<file path="src/rtl/rom_reader.sv">
// ---------------------------------------------------------------------------
// rom_reader
// Sequential read controller for a small combinational ROM. A start command
// with a non-zero length walks the ROM from base for len words (address wraps
// modulo the ROM depth), registers each word and offers it downstream on a
// valid/ready handshake. A one-cycle done pulse marks command completion.
//
// Ports:
//   clk, rst_n        clock (rising edge), asynchronous active-low reset
//   start, base, len  command strobe (taken only in IDLE), first address,
//                     word count 0..2^ADDR_W
//   busy, done        command in progress / one-cycle completion pulse
//   rom_addr          address to ROM
//   rom_data          ROM data, combinational from rom_addr
//   dout, dout_valid, dout_ready, dout_last
//                     downstream word stream, last flags final word
//   checksum          XOR of words handed off in the current command
//                     (only with ROM_READER_CHECKSUM_EN defined)
//
// Optional feature macro: ROM_READER_CHECKSUM_EN
// ---------------------------------------------------------------------------
module rom_reader #(
    parameter int ADDR_W = 2,
    parameter int DATA_W = 4
) (
    input  logic              clk,
    input  logic              rst_n,
    input  logic              start,
    input  logic [ADDR_W-1:0] base,
    input  logic [ADDR_W:0]   len,
    output logic              busy,
    output logic              done,
    output logic [ADDR_W-1:0] rom_addr,
    input  logic [DATA_W-1:0] rom_data,
    output logic [DATA_W-1:0] dout,
    output logic              dout_valid,
    input  logic              dout_ready,
    output logic              dout_last
`ifdef ROM_READER_CHECKSUM_EN
    ,
    output logic [DATA_W-1:0] checksum
`endif
);

    typedef enum logic [1:0] {IDLE, FETCH, OUT} state_t;

    localparam logic [ADDR_W-1:0] ADDR_ONE = ADDR_W'(1);
    localparam logic [ADDR_W:0]   CNT_ONE  = (ADDR_W+1)'(1);

    state_t          state, state_nxt;
    logic [ADDR_W:0] remaining;
    logic            accept;    // non-empty command taken this cycle
    logic            zero_cmd;  // empty command: only a done pulse
    logic            hs;        // downstream handshake this cycle

    always_ff @(posedge clk or negedge rst_n) begin
        if (!rst_n) state <= IDLE;
        else        state <= state_nxt;
    end

    always_comb begin
        state_nxt = state;
        accept    = 1'b0;
        zero_cmd  = 1'b0;
        hs        = 1'b0;
        case (state)
            IDLE: begin
                if (start) begin
                    if (len != '0) begin
                        accept    = 1'b1;
                        state_nxt = FETCH;
                    end else begin
                        zero_cmd  = 1'b1;
                    end
                end
            end
            FETCH: state_nxt = OUT;
            OUT: begin
                if (dout_valid && dout_ready) begin
                    hs        = 1'b1;
                    state_nxt = dout_last ? IDLE : FETCH;
                end
            end
            default: state_nxt = IDLE;
        endcase
    end

    always_ff @(posedge clk or negedge rst_n) begin
        if (!rst_n) begin
            busy       <= 1'b0;
            done       <= 1'b0;
            rom_addr   <= '0;
            remaining  <= '0;
            dout       <= '0;
            dout_valid <= 1'b0;
            dout_last  <= 1'b0;
        end else begin
            done <= zero_cmd || (hs && dout_last);
            if (accept) begin
                rom_addr  <= base;
                remaining <= len;
                busy      <= 1'b1;
            end
            // rom_addr was stable all through FETCH, so rom_data is settled here
            if (state == FETCH) begin
                dout       <= rom_data;
                dout_valid <= 1'b1;
                dout_last  <= (remaining == CNT_ONE);
            end
            if (hs) begin
                dout_valid <= 1'b0;
                if (dout_last) begin
                    dout_last <= 1'b0;
                    busy      <= 1'b0;
                end else begin
                    // truncating add gives the wrap back to address 0
                    rom_addr  <= rom_addr + ADDR_ONE;
                    remaining <= remaining - CNT_ONE;
                end
            end
        end
    end

`ifdef ROM_READER_CHECKSUM_EN
    // Cleared on any taken command (an empty one included) and frozen
    // between the done pulse and the next command.
    always_ff @(posedge clk or negedge rst_n) begin
        if (!rst_n)                 checksum <= '0;
        else if (accept || zero_cmd) checksum <= '0;
        else if (hs)                 checksum <= checksum ^ dout;
    end
`endif

endmodule

</file>
<file path="config.mk">
export PLATFORM = sky130hd
export DESIGN_NAME = rom_reader
export DESIGN_NICKNAME = d
export VERILOG_FILES = /design/src/rtl/rom_reader.sv
export SDC_FILE = /design/constraint.sdc
export NUM_CORES = 1
export LEC_CHECK = 0
export CAP_MARGIN = 40
export CORE_MARGIN = 2
export CORE_UTILIZATION = 44
export CTS_CLUSTER_DIAMETER = 30
export DETAILED_ROUTE_END_ITERATION = 7
export PLACE_DENSITY_LB_ADDON = 0.3
export SYNTH_ARGS = -nofsm -noshare
export SYNTH_HDL_FRONTEND = slang
export SYNTH_SLANG_ARGS = --single-unit
</file>
<file path="constraint.sdc">
create_clock -name clk -period 1.7 [get_ports clk]
set_input_delay 0.17 -clock clk [delete_from_list [all_inputs] [get_ports clk]]
set_output_delay 0.17 -clock clk [all_outputs]
set_load 0.03 [all_outputs]
</file>
==> metrics.md <==
| Metric | Value |
|---|---|
| Status | complete, no violations |
| TritonCTS clock tree | yes |
| CP max-delay cell | clkdlybuf4s50_1 |
| Remaining Overflow, GRT | 0 |
| Max IR drop VDD | 0.00102 V |
| Seq/Total Area, Yosys | 52.1% |
| Largest net degree at the start of global routing | 16 |
| Post-route ant nets | 0 |
| Min Tclk post-route | 1.62 ns |
| RD Place Congestion | 0.737 |
| Post-CTS setup buffer count | 0 |
| Arr. time, crit path | 1.45 ns |
| Number of synthesized flops with an enable pin | 0 |
| Final setup vio count | 0 |
| Vias in the first global route | 614 |
| Final core occ | 64.9% |
| Die W | 44.5 µm |
| Slew margin rel. | 77.5% |
| Post-synth cell types | 27 |
| Seq cells post-synth | 15 |
| Die footprint | 1980 µm² |
| CP cell instances | clkdlybuf4s50_1 |
| Mapped Cells | 66 |
| H-Tree Depth | 1 |
| Post-Syn Area | 721 µm² |
| Max Clock Freq | 618 MHz |
| Routed WL per cell | 12.1 µm |
| Slew Limit Fails | 0 |
| Detailed Routing Iterations Pass 1 | 4 |
| Hold Crit Class | in2async |
| Clk_skew | 0.00149 ns |
| Number of remaining DRC errors | 0 |
| Layout cells sized above 1 | 13.0% |
| Vias | 574 |
| Critical Path Sink Type | primary output |
| # IOs | 23 |
| Max-cap violation count | 0 |
| CTS sink cnt | 15 |
| Floorplan row count | 14 |
| Final Hold Viols | 0 |
| Final Cycle Share | 95.1% |
| WL final | 1310 µm |
| Lkg Pwr | 0.434 nW |
| Crit path max-delay family | buffers and inverters |
| Antenna Cells | 0 |
| CTS root buffer | clkbuf_4 |
| # hold bufs at CTS | 0 |
| Worst EP required | 1.53 ns |
| Placeable Area | 1520 µm² |
| Main synth FF type | dfrtp_1 |
| Initial Util | 47.3% |
| Ys Warns | 0 |
| Die height | 44.5 µm |
| NumNets Final | 108 |
| RSZ-0062 raised after global routing | no |
| Crit path max fanout | 7 |
| Setup CP Type | reg2out |
| Clk slew on worst S/H paths | 0.09 ns |
| First-iteration detailed-routing DRC count | 9 |
| Dpl hpwl | 986 µm |
| GR Util All Layers | 16.8% |
| Synth-to-layout area growth | 37.3% |
| Post-Syn Nets | 81 |
| Port-buffer cells | 22 |
| CP Launch Type | flop |
| Clock buffer count from CTS | 3 |
| WHS | 0.191 ns |
| First-pass GRT wire length | 2390 µm |
| Worst-Margin Slew | 0.336 ns |
| Clock latency on the worst-skew pair | 0.28 ns |
| Antenna violations before repair | 0 |
| Clk buf depth | 2 |
| Setup TNS | 0 ns |
| FFs w/ async S/R, synth | 100% |
| Max incr delay on CP | 0.71 ns |
| Power Density | 1720 nW/µm² |
| Post-CTS Resized | 0 |
| Vias per cell | 5.31 |
| Syn avg cell area | 10.9 µm² |
| WP buf/inv | 1 |
worst paths after layout:
kind	start	endpoint	slack [ns]	cells after the start
hold / removal	rst_n	rom_addr[0]	0.19	2
min in group clk	busy	busy	0.49	1
setup reg to reg	state[0]	remaining[0]	0.30	4
hold reg to reg	busy	busy	0.49	1
max in group asynchronous	rst_n	dout[1]	1.34	2
setup / recovery	dout_last	dout_last	0.08	1
Yosys cell counts, drive strengths merged, types with 2 or more instances:
library cell | instances | area share (%)
nand2b | 2 | 1.7
dfrtp | 15 | 52
nand2 | 6 | 3.1
o21ai | 2 | 1.4
mux2 | 4 | 6.2
a211oi | 2 | 2.1
inv | 8 | 4.2
nor3b | 2 | 3.6
a21oi | 7 | 4.9
nor2 | 2 | 1.4
ha | 2 | 3.5
layer usage:
metal  up-vias  track usage (%)  wire length (µm)
met2        18             27.2               644
met3         2             2.86                67
met5         -                0                 0
met1       266             20.6               584
li1        288                -                 -
met4         0             10.3                 9
cell type report:
type / instances / area, µm²
fillers: 118 / 534
flip-flops and latches: 15 / 375
repair buffers: 23 / 228
inverters: 8 / 30.0
well taps: 16 / 20.0
clock buffers: 4 / 26.3
multi-input cells: 42 / 310
cell families after synthesis:
kind of cell	share of synthesized area (%)
adders and majority gates	3.47
and+or+nand+nor	17.0
buffers and inverters	4.86
muxes	6.25
DFF	52.1
AOI/OAI and AO/OA	16.3
placed cells by master (no fill, tap or decap):
cell,synthesis,final
a211oi_1,2,2
a21oi_1,7,7
a221o_1,1,1
a221oi_1,1,1
a2bb2oi_1,1,1
a32oi_1,1,1
and2_4,1,1
and4b_1,1,1
buf_4,0,1
clkbuf_1,0,1
clkbuf_4,0,3
clkdlybuf4s50_1,0,22
dfrtp_1,15,15
ha_1,2,2
inv_1,8,8
mux2_2,4,4
nand2_1,6,6
nand2b_1,2,2
nand3b_1,1,1
nand4b_1,1,1
nor2_1,1,1
nor2_2,1,1
nor3_1,1,1
nor3b_1,1,1
nor3b_4,1,1
o21a_1,1,1
o21ai_0,2,2
o21bai_1,1,1
o22ai_1,1,1
or3_4,1,1
per-stage QoR:
step                area [µm²]  total power [mW]  worst slack [ns]  instances
finish                     990              1.71            0.0826        108
global route               990              1.84            0.0161        108
CTS                        990              1.73            0.0702        108
detailed placement         963              1.51            0.0525        104
global placement           963              1.50            0.0916        104
floorplan                  721              1.20             0.386         66
sequential cells by signal (all words and copies together), names as in the netlist:
signal and cells:
rom_addr 2, dout_valid 1, dout 4, busy 1, dout_last 1, done 1, remaining 3, state 2
where the power goes:
| part | switching [mW] | internal (mW) | total [mW] |
|---|---|---|---|
| sequential | 0.147 | 0.513 | 0.660 |
| combinational | 0.438 | 0.405 | 0.842 |
| clock | 0.113 | 0.0910 | 0.204 |
No activity file was read; power rests on OpenSTA's default activity.
